--- config.mk ---
export PLATFORM = sky130hd
export DESIGN_NAME = cga_mac_memcyc
export DESIGN_NICKNAME = d
export VERILOG_FILES = /design/src/rtl/cga_mem_pkg.sv /design/src/rtl/cga_mac_memcyc_tmo.sv /design/src/rtl/cga_mac_memcyc.sv
export SDC_FILE = /design/constraint.sdc
export NUM_CORES = 1
export LEC_CHECK = 0
export ABC_CLOCK_PERIOD_IN_PS = 3300
export BUFFER_PORTS_ARGS = -buffer_cell sky130_fd_sc_hd__buf_2
export CAP_MARGIN = 20
export CORE_ASPECT_RATIO = 1.1
export CORE_UTILIZATION = 30
export DETAILED_ROUTE_END_ITERATION = 16
export GPL_TIMING_DRIVEN = 0
export PLACE_DENSITY = 0.56
export SLEW_MARGIN = 20
export SYNTH_ARGS = -nofsm -noshare
export SYNTH_HDL_FRONTEND = slang
export SYNTH_HIERARCHICAL = 1
export SYNTH_SLANG_ARGS = --single-unit
--- constraint.sdc ---
create_clock -name MCLK -period 3.3 [get_ports MCLK]
set_input_delay 0.66 -clock MCLK [delete_from_list [all_inputs] [get_ports MCLK]]
set_output_delay 0.66 -clock MCLK [all_outputs]
set_load 0.1 [all_outputs]
--- src/rtl/cga_mem_pkg.sv ---
// Shared types and widths for the memory-cycle sequencer.
// Latency: n/a (declarations only).
// Backpressure: n/a.
package cga_mem_pkg;

  // Sequencer states: idle, bus request outstanding, completion cycle,
  // and recovery while waiting for the acknowledge to fall.
  typedef enum logic [1:0] {
    IDLE  = 2'd0,
    REQ   = 2'd1,
    DONE  = 2'd2,
    RECOV = 2'd3
  } state_e;

  localparam int TMO_W = 8;   // timeout counter width
  localparam int PA_W  = 24;  // physical address width

endpackage

--- src/rtl/cga_mac_memcyc_tmo.sv ---
// Bus-request timeout counter with synchronous clear, enable and terminal count.
// Latency: count updates on the edge after clr_i/en_i; tc_o is combinational from the count.
// Backpressure: none; counts whenever en_i is high.
//
// Ports:
//   MCLK    clock
//   PONI_N  synchronous active-low reset
//   clr_i   clear count to 0 (has priority over en_i)
//   en_i    increment count
//   tc_o    count == TMO_CYCLES-1
module cga_mac_memcyc_tmo
  import cga_mem_pkg::*;
#(
  parameter int TMO_CYCLES = 255
) (
  input  logic MCLK,
  input  logic PONI_N,
  input  logic clr_i,
  input  logic en_i,
  output logic tc_o
);

  localparam logic [TMO_W-1:0] TC_VAL = TMO_W'(TMO_CYCLES - 1);

  logic [TMO_W-1:0] count_q;
  logic [TMO_W-1:0] count_d;

  always_comb begin
    count_d = count_q;
    if (clr_i) begin
      count_d = '0;
    end else if (en_i) begin
      count_d = count_q + {{(TMO_W-1){1'b0}}, 1'b1};
    end
  end

  always_ff @(posedge MCLK) begin
    if (!PONI_N) begin
      count_q <= '0;
    end else begin
      count_q <= count_d;
    end
  end

  assign tc_o = (count_q == TC_VAL);

endmodule

--- src/rtl/cga_mac_memcyc.sv ---
// Memory-cycle sequencer: runs one four-phase MREQ/MACK bus cycle per accepted CPU request.
// Latency: request accepted at edge 0 -> MREQ in cycle 1; MACK at edge k -> MDONE/RDATA in cycle k+1.
// Backpressure: none; requests arriving while BUSY are dropped and flagged with a one-cycle ORUN.
//
// Ports:
//   MCLK, PONI_N              clock, synchronous active-low reset
//   CSMREQ, CSWRITE, VEX      request, direction, MAC violation (qualified by CSMREQ)
//   LA_23_10, MCA_9_0         translated address from the MAC
//   CD_15_0                   write data
//   MDI_15_0, MACK            memory read data and acknowledge
//   PA_23_0, MDO_15_0, MWRITE latched address, write data, direction
//   MREQ, BUSY                bus request, sequencer not idle
//   RDATA_15_0                captured read data
//   MDONE, MPV, MTO, ORUN     one-cycle outcome pulses
module cga_mac_memcyc
  import cga_mem_pkg::*;
#(
  parameter int TMO_CYCLES = 255
) (
  input  logic            MCLK,
  input  logic            PONI_N,
  input  logic            CSMREQ,
  input  logic            CSWRITE,
  input  logic [13:0]     LA_23_10,
  input  logic [9:0]      MCA_9_0,
  input  logic            VEX,
  input  logic [15:0]     CD_15_0,
  input  logic [15:0]     MDI_15_0,
  input  logic            MACK,
  output logic [PA_W-1:0] PA_23_0,
  output logic [15:0]     MDO_15_0,
  output logic            MWRITE,
  output logic            MREQ,
  output logic [15:0]     RDATA_15_0,
  output logic            BUSY,
  output logic            MDONE,
  output logic            MPV,
  output logic            MTO,
  output logic            ORUN
);

  state_e            state_q, state_d;
  logic [PA_W-1:0]   pa_q, pa_d;
  logic [15:0]       mdo_q, mdo_d;
  logic              mwrite_q, mwrite_d;
  logic [15:0]       rdata_q, rdata_d;
  logic              mpv_q, mpv_d;
  logic              mto_q, mto_d;
  logic              orun_q, orun_d;

  logic              tmo_clr;
  logic              tmo_en;
  logic              tmo_tc;

  cga_mac_memcyc_tmo #(
    .TMO_CYCLES (TMO_CYCLES)
  ) u_tmo (
    .MCLK   (MCLK),
    .PONI_N (PONI_N),
    .clr_i  (tmo_clr),
    .en_i   (tmo_en),
    .tc_o   (tmo_tc)
  );

  always_comb begin
    state_d  = state_q;
    pa_d     = pa_q;
    mdo_d    = mdo_q;
    mwrite_d = mwrite_q;
    rdata_d  = rdata_q;
    mpv_d    = 1'b0;
    mto_d    = 1'b0;
    tmo_clr  = 1'b0;
    tmo_en   = 1'b0;

    // Any request seen while a cycle is in flight is dropped, including the
    // one on the edge that closes the DONE cycle.
    orun_d   = CSMREQ && (state_q != IDLE);

    case (state_q)
      IDLE: begin
        if (CSMREQ) begin
          if (VEX) begin
            mpv_d = 1'b1;
          end else begin
            pa_d     = {LA_23_10, MCA_9_0};
            mdo_d    = CD_15_0;
            mwrite_d = CSWRITE;
            tmo_clr  = 1'b1;
            state_d  = REQ;
          end
        end
      end

      REQ: begin
        // Acknowledge takes priority over a simultaneous terminal count.
        if (MACK) begin
          if (!mwrite_q) begin
            rdata_d = MDI_15_0;
          end
          state_d = DONE;
        end else if (tmo_tc) begin
          mto_d   = 1'b1;
          state_d = IDLE;
        end else begin
          tmo_en = 1'b1;
        end
      end

      DONE: begin
        state_d = MACK ? RECOV : IDLE;
      end

      RECOV: begin
        if (!MACK) begin
          state_d = IDLE;
        end
      end

      default: begin
        state_d = IDLE;
      end
    endcase
  end

  always_ff @(posedge MCLK) begin
    if (!PONI_N) begin
      state_q  <= IDLE;
      pa_q     <= '0;
      mdo_q    <= '0;
      mwrite_q <= 1'b0;
      rdata_q  <= '0;
      mpv_q    <= 1'b0;
      mto_q    <= 1'b0;
      orun_q   <= 1'b0;
    end else begin
      state_q  <= state_d;
      pa_q     <= pa_d;
      mdo_q    <= mdo_d;
      mwrite_q <= mwrite_d;
      rdata_q  <= rdata_d;
      mpv_q    <= mpv_d;
      mto_q    <= mto_d;
      orun_q   <= orun_d;
    end
  end

  // Bus-side and status outputs decode straight from the state register.
  assign MREQ       = (state_q == REQ);
  assign BUSY       = (state_q != IDLE);
  assign MDONE      = (state_q == DONE);
  assign PA_23_0    = pa_q;
  assign MDO_15_0   = mdo_q;
  assign MWRITE     = mwrite_q;
  assign RDATA_15_0 = rdata_q;
  assign MPV        = mpv_q;
  assign MTO        = mto_q;
  assign ORUN       = orun_q;

endmodule

; Word level (Yosys, flattened, before mapping)
; Cells that the tools add are included.
[word_totals]
ff_bits = 70
input_bits = 62
output_inout_bits = 63
word_cells = 46
[op_classes]
addsub = 1
eq_ne = 8
mux = 15
n_bitwise = 4
n_reduce_logical = 9
[op_table]
columns = operator, count
row1 = two-way mux 2 bit, 6
row2 = AND reduction 3 bit, 3
row3 = "adder 8 x 1 -> 8 bit, second input constant", 1
row4 = "equality test 8 bit, second input constant", 1
row5 = two-way mux 1 bit, 8
row6 = case mux 2 bit (4 select lines), 1
row7 = "!= test 2 bit, second input constant", 3
row8 = "equality test 2 bit, second input constant", 2
row9 = NOT 1 bit, 4
row10 = AND reduction 4 bit, 1
row11 = "!= test 3 x 2 -> 1 bit, second input constant", 1
row12 = OR reduction 3 bit, 1
row13 = "equality test 2 x 1 -> 1 bit, second input constant", 1
row14 = zero test 2 bit, 1
row15 = nonzero test 2 bit, 1
row16 = OR reduction 2 bit, 1
row17 = logical AND 1 bit, 1

; Logic depth before layout (Yosys ltp)
; Gate-level depths: netlist of the first run.
[depth]
word_depth = 4
mapped_depth = 9
ltp_nobuf = 8

; By module
; Netlist of the first run, hierarchy kept.
[by_module_without_submodules]
columns = mod, instances, cells_each, area_each_um2, seq_area_each_um2
row1 = cga_mac_memcyc, 1, 278, 2279.7, 1241.2
row2 = cga_mac_memcyc_tmo, 1, 42, 365.4, 160.2

; Worst setup path before layout of the first run
; No wires, ideal clock.
[synth_path]
kind = register to output
from = reg state_q[1]
to = out MDONE
t_arrival_ns = 1.666
t_required_ns = 2.640
setup_slack_ns = 0.974
path_stages_with_launch = 3
cell_sequence = dfxtp_1 > inv_1 > nor2_1
[synth_via]
elab_chain_len = 1
[synth_rtl]
columns = item, line_no
row1 = "start, declared", cga_mac_memcyc.sv:42  ; state_e state_q, state_d;
row2 = "start signal, assigned", cga_mac_memcyc.sv:137  ; state_q <= state_d;
row3 = equality test 2 bit, cga_mac_memcyc.sv:151  ; assign MDONE = (state_q == DONE);
row4 = "end, declared", cga_mac_memcyc.sv:36  ; output logic MDONE,
; Every way passes these cells.

; Worst setup path in the final report of the first run
[layout_path]
from = reg state_q[0]
to = out BUSY
[layout_via]
elab_chain_len = 1
[layout_rtl]
columns = item, line_no
row1 = nonzero test 2 bit, cga_mac_memcyc.sv:150  ; assign BUSY = (state_q != IDLE);
row2 = "end, declared", cga_mac_memcyc.sv:35  ; output logic BUSY,
; Every way passes these cells.

==> run_results.csv, run 1 <==
group,metric,value,unit
outcome,status,"finished clean",
critical_path,cp.required,2.64,ns
timing,relSlewSlack,66.02,%
synth,synthSimpleGateAreaFrac,25.97,%
power_and_ir_drop,irDropWorstVdd,0.0002833,V
clock_network,clkTransAtPathRegs,0.08,ns
route,drtIter0Drc,79,
clock_network,cts_max_level,3,
timing,fin_skew,0.01252,ns
global_routing,grt_first_pass_wirelength,11410,µm
min_path,holdCritStartpoint,"MDO_15_0[1]",
placement,place.gp.congestion,0.7253,
timing,slew_viol_final,0,
clock_network,hold_buffers,0,
timing,max_freq,0.4546,GHz
cells_and_area,final_cell_mix,"buf_2 (131), dfxtp_1 (70), nand3_1 (61), nand2_1 (60), o21ai_0 (53)",
global_routing,gr-total-overflow,0,
synth,synth_top_family_by_area,"simple AND/OR/NAND/NOR gates",
critical_path,rr_worst_depth,9,
cells_and_area,area_growth,35.86,%
synth,synth.avg_cell_area,8.266,µm²
global_routing,grt_max_degree,12,
synth,synthXorXnorAreaFrac,1.325,%
synth,synth_area_leaders,"dfxtp_1 (53%), nand3_1 (12%), o21ai_0 (10%)",
synth,synth_compound_area_share,12.63,%
synth,synthDistinctLibCells,28,
floorplanning,placementRows,35,
timing,worstMarginPinSlew,0.5132,ns
global_routing,grt_pass1_vias,2435,
clock_network,cts_setup_buffers,0,
synth,yosysSeqAreaShare,52.98,%
clock_network,cts_buffer_depth,2,
critical_path,ff2ff_setup_slack,1.42,ns
floorplanning,die_w,91.53,µm
floorplanning,die_height,100.5,µm
route,routed_wl,7244,µm
route,postRouteAntennaNets,0,
timing,fin_crit,2.200,ns
route,dr_total_vias,2658,
min_path,min_path_type,"register to register",
synth,synth_largest_area_cell,"dfxtp_1",
synth,synth.net_count,384,
synth,muxShareOfSynthArea,0,%
cells_and_area,final_core_util,42.52,%
cells_and_area,final_common_cell,"buf_2",
power_and_ir_drop,power.leakage,1.612,nW
critical_path,crit_path_start_kind,"register",
timing,fin_crit_sh,66.66,%
run,cap_violations,0,
floorplanning,die_area,0.009197,mm²
timing,hold_viol,0,
clock_network,cts_resized,0,
synth,synth_seq_cells,70,
critical_path,critPathKind,"register to primary output",
clock_network,cts_buffers,9,
clock_network,clock_sinks,70,
timing,rsz0062_at_grt,"no",
floorplanning,start_util,31.30,%
placement,numPortBuffers,124,
clock_network,cts_tree,"yes",
global_routing,grt_usage,15.83,%
critical_path,cp-end-kind,"primary output",
route,dr.pass1.iters,4,
critical_path,crit_fanout,5,
critical_path,regToRegStartpoint,"u_tmo/count_q[0]",
synth,postSynthCellCount,320,
timing,setup_viol,0,
floorplanning,ios,125,
clock_network,root_buffer,"clkbuf_8",
cells_and_area,fill_cells,891,
route,drcViolationCount,0,
cells_and_area,diodes,0,
synth,yosysWarningCount,6,
cells_and_area,nNetsFinal,519,
timing,tns,0,ns
floorplanning,core,0.008452,mm²
synth,synth.top_cell.area_share,52.98,%
global_routing,antenna_found_initial,0,
clock_network,clkLatencyLatePin,0.35,ns
power_and_ir_drop,power_density,571.9,mW/mm²
synth,netlist_area,0.002645,mm²
route,routedWlPerCell,12.71,µm
timing,fin_hold_ws,0.4480,ns
critical_path,cp.arrival,1.54,ns
cells_and_area,drive_above_1_share,33.55,%
min_path,hold-path-endpoint,"MDO_15_0[1]",
min_path,whs_path_depth,2,
synth,yosys.area_share.adder,0.9461,%
route,vias_per_cell,4.663,
critical_path,r2r_end,"u_tmo/count_q[7]",
placement,dp_hpwl,5281,µm
## cells in the mapped netlist
cell and n:
dfxtp_1 70, nand3_1 61, nand2_1 60, o21ai_0 53
clkbuf_1 12, nor2_1 10, o21ai_1 8, buf_2 7
buf_6 4, a21oi_1 3, buf_1 3, inv_1 3
or3_1 3, xor2_1 3, and3_1 2, buf_4 2
ha_1 2, nand2b_1 2, nand4_1 2, nor3_1 2
a211oi_1 1, and4bb_1 1, nand4_2 1, nor2b_1 1
nor4b_2 1, o22ai_1 1, or2_2 1, xnor2_1 1
## report_power, final
group,internal [mW],switching [mW],leakage [nW]
Clock,0.363,0.316,0.0952
Combinational,0.0898,0.382,0.947
Sequential,0.883,0.0207,0.569
Total,1.34,0.719,1.61
## per-layer routing
metal / share of wire [%] / global-route usage (%)
met1: 46 / 19.02
met2: 46 / 26.14
met3: 7.1 / 5.505
met4: 1.4 / 5.861
met5: 0 / 0
## state kept, by name (all words and copies together), names as in the netlist
name           cells
state_q            2
MWRITE             1
MTO                1
MDO_15_0          16
PA_23_0           24
MPV                1
u_tmo/count_q      8
ORUN               1
RDATA_15_0        16
## layout make-up
class                   count  area, µm²  share of cell area [%]
flip-flops and latches     70       1401                   39.00
plain buffers              28      151.4                   4.213
well taps                 111      138.9                   3.865
multi-input cells         219       1081                   30.08
repair buffers            124      620.6                   17.27
clock inverters             4      47.55                   1.323
clock buffers              11      141.4                   3.935
inverters                   3      11.26                  0.3134
## logic make-up (layout without fill, tap and decap cells)
| group | Yosys count | count (layout) |
|---|---|---|
| simple gates | 147 | 147 |
| xor+xnor | 4 | 4 |
| fa+ha+maj | 2 | 2 |
| flops | 70 | 70 |
| buf+inv | 31 | 170 |
| compound gates | 66 | 66 |
## critical path, cell delays in order (launching register included)
cell,delay (ns)
dfxtp_1,0.42
or2_2,0.14
clkbuf_1,0.17
buf_2,0.47
## per-stage QoR
step | cell area, µm² | instances | power (mW) | worst slack (ns)
after floorplan | 2645 | 320 | 1.290 | 0.9736
after global routing | 3593 | 570 | 2.147 | 0.9942
after global placement | 3405 | 555 | 1.395 | 1.159
after detailed placement | 3405 | 555 | 1.398 | 1.140
after CTS | 3593 | 570 | 2.082 | 1.078
final | 3593 | 570 | 2.055 | 1.100
## how the worst max path moves through the flow
stage / start / endpoint / slack [ns] / depth (start not counted)
6_report: state_q[0] / BUSY / 1.10 / 3
5_1_grt: state_q[0] / BUSY / 0.99 / 3
4_1_cts: state_q[0] / BUSY / 1.08 / 3
3_5_place_dp: VEX / u_tmo/count_q[1] / 1.14 / 7
3_3_place_gp: VEX / u_tmo/count_q[1] / 1.16 / 7
2_1_floorplan: state_q[1] / MDONE / 0.97 / 2
Power figures use the tool's default switching activity.
==> run 2, diff against run 1 <==
ABC_AREA = 1   (was default)
ABC_CLOCK_PERIOD_IN_PS = 2100   (was 3300)
clock period = 2.1 ns   (was 3.3 ns; I/O delays follow)
==> run 2 against run 1 <==
Die area is 1.5% lower; first-iteration DRC count decreased by 29%; synthesized cell count up 3.8%; global-route usage shrank 1.0 points; sequential share of layout area up 0.38 points; cell area is 0.98% lower; critical path depth did not move; via count decreased by 3.4%; hold slack got worse by 0.14 ns; clock power rose by 56%.
==> run_results.csv, run 2 <==
group,metric,value,unit
global_routing,grt_max_degree,12,
critical_path,rr_worst_depth,12,
critical_path,cp-end-kind,"primary output",
cells_and_area,final_cell_mix,"buf_2 (127), nor2_1 (121), dfxtp_1 (70), o21ai_0 (37), o21ai_1 (22)",
critical_path,cp_cell_sequence,"inv_2 -> nor2_4 -> buf_2",
route,dr.pass1.iters,5,
global_routing,antenna_found_initial,0,
critical_path,critPathKind,"register to primary output",
timing,tns,0,ns
timing,rsz0062_at_grt,"no",
cells_and_area,largest_reg_flops,24,
floorplanning,die_area,0.009056,mm²
synth,synthDistinctLibCells,23,
cells_and_area,final_cell_area,0.003558,mm²
critical_path,slowest_stage,"dfxtp_1",
clock_network,cts_setup_buffers,0,
global_routing,grt_first_pass_wirelength,10560,µm
cells_and_area,multi_input_area,0.001047,mm²
synth,postSynthCellCount,332,
clock_network,clock_sinks,70,
clock_network,root_buffer,"clkbuf_8",
critical_path,cp_top_family,"buffers and inverters",
timing,fin_skew,0.006070,ns
floorplanning,core,0.008408,mm²
timing,worstMarginPinSlew,0.5070,ns
synth,yosysWarningCount,6,
cells_and_area,area_growth,36.66,%
clock_network,cts_tree,"yes",
clock_network,cts_buffer_depth,2,
route,highest_layer,"met4",
critical_path,crit_path_start_kind,"register",
floorplanning,die_height,99.71,µm
placement,place.gp.congestion,0.7663,
floorplanning,ios,125,
global_routing,grt_usage,14.80,%
route,drcViolationCount,0,
placement,placed_cell_area,0.003366,mm²
timing,fin_crit,1.844,ns
synth,synthArstFlopShare,0,%
route,drtIter0Drc,56,
cells_and_area,register_area,0.001401,mm²
run,cap_violations,0,
synth,synth_area_leaders,"dfxtp_1 (54%), nor2_1 (18%), o21ai_0 (7.1%)",
global_routing,grt_pass1_vias,2219,
min_path,whs_path_depth,3,
timing,hold_viol,0,
synth,synth_edf_count,0,
min_path,min_path_type,"input port to register",
timing,max_freq,0.5422,GHz
clock_network,cts_resized,0,
synth,synth_largest_area_cell,"dfxtp_1",
floorplanning,placementRows,35,
power_and_ir_drop,power.leakage,1.714,nW
floorplanning,start_util,30.97,%
timing,fin_crit_sh,87.82,%
placement,dp_hpwl,4892,µm
cells_and_area,final_common_cell,"buf_2",
synth,yosysSeqAreaShare,53.82,%
timing,relSlewSlack,66.43,%
route,wl_met1,2954,µm
synth,synth_seq_cells,70,
synth,synth.most_common_cell,"nor2_1",
synth,synth.net_count,396,
critical_path,cp.depth,3,
cells_and_area,drive_above_1_share,35.38,%
placement,numPortBuffers,124,
critical_path,crit_fanout,5,
synth,synth.top_cell.area_share,53.82,%
clock_network,hold_buffers,0,
cells_and_area,nNetsFinal,531,
clock_network,clkTransAtPathRegs,0.08,ns
route,routedWlPerCell,11.23,µm
floorplanning,die_w,90.83,µm
cells_and_area,diodes,0,
clock_network,clkLatencyLatePin,0.34,ns
synth,synth.avg_cell_area,7.843,µm²
timing,setup_viol,0,
route,routed_wl,6547,µm
route,wl_met3,438,µm
power_and_ir_drop,irDropWorstVdd,0.0003498,V
synth,netlist_top_cells_count,"nor2_1 (122), dfxtp_1 (70), o21ai_0 (37)",
synth,netlist_area,0.002604,mm²
clock_network,cts_max_level,3,
critical_path,cpPeakStageDelay,0.44,ns
timing,slew_viol_final,0,
global_routing,gr-total-overflow,0,
route,vias_per_cell,4.405,
critical_path,cp_num_buf_inv,2,
route,postRouteAntennaNets,0,
cells_and_area,fill_cells,935,
clock_network,cts_buffers,9,
outcome,status,"finished clean",
critical_path,cp.required,1.68,ns
power_and_ir_drop,power_density,1055,mW/mm²
route,dr_total_vias,2568,
route,met2_length,3091,µm
critical_path,cp.arrival,1.42,ns
synth,dominantRegCellSynth,"dfxtp_1",
==> run 2: cell count changes in the layout (fill, tap and decap cells not counted), sizes merged, moves of 3 or more <==
cell | before | now
nand3 | 61 | 8
nor2 | 10 | 135
inv | 3 | 11
buf | 140 | 132
a21oi | 3 | 8
xor2 | 3 | 0
nand2 | 60 | 19
or3 | 3 | 0
==> run 2: cell type report <==
type | count | share of cell area [%]
buffer | 16 | 3.059
clock inverter | 3 | 1.231
inverter | 12 | 1.371
sequential | 70 | 39.38
timing repair buffer | 124 | 17.44
tap | 111 | 3.903
multi-input combinational | 234 | 29.43
clock buffer | 13 | 4.184
==> run 2: path summary, 6_finish.rpt <==
kind / start / endpoint / slack, ns
max: state_q[0] / MREQ / 0.26
min: CD_15_0[4] / MDO_15_0[4] / 0.31
max reg2reg: u_tmo/count_q[0] / u_tmo/count_q[5] / 0.44
min reg2reg: PA_23_0[1] / PA_23_0[1] / 0.48
==> run 2: cell families after synthesis <==
kind of cell	share of synthesized area, %
fa+ha+maj	0.9609
compound gates	12.88
simple gates	26.29
flops	53.82
buf+inv	6.054
==> run 2: through the flow <==
step / std cells / power [mW] / util [%] / worst slack, ns / hold slack (ns)
floorplan: 332 / 2.507 / - / 0.3238 / 0.4738
global route: 583 / 3.966 / 42.32 / 0.1578 / 0.3094
global placement: 567 / 2.720 / 40.03 / 0.4699 / 0.4578
finish: 583 / 3.753 / 42.32 / 0.2557 / 0.3093
detailed placement: 567 / 2.729 / 40.03 / 0.4434 / 0.4668
CTS: 583 / 3.808 / 42.32 / 0.2283 / 0.2978
==> run 2: metal layers <==
layer | up-vias | GRT usage, %
met4 | 0 | 5.495
met1 | 1144 | 17.98
li1 | 1333 | -
met2 | 84 | 24.36
met5 | - | 0
met3 | 7 | 4.969
==> run 2: power by group <==
part           internal (mW)  switching, mW  total [mW]  leakage, nW
logic                  0.222          0.982        1.20         1.04
registers               1.43         0.0557        1.49        0.573
clock network          0.583          0.480        1.06       0.0976
==> run 2: worst register-to-register path, cell delays in order, from the launching register on <==
cell and delay (ns):
dfxtp_1 0.40, inv_1 0.06, ha_1 0.19, nand4_1 0.08, nor2_1 0.06, nor2_1 0.08, nand2_1 0.07, inv_1 0.16
nand2_1 0.12, nor2_4 0.15, nand3_1 0.09, nand2_1 0.06, nor2_1 0.04
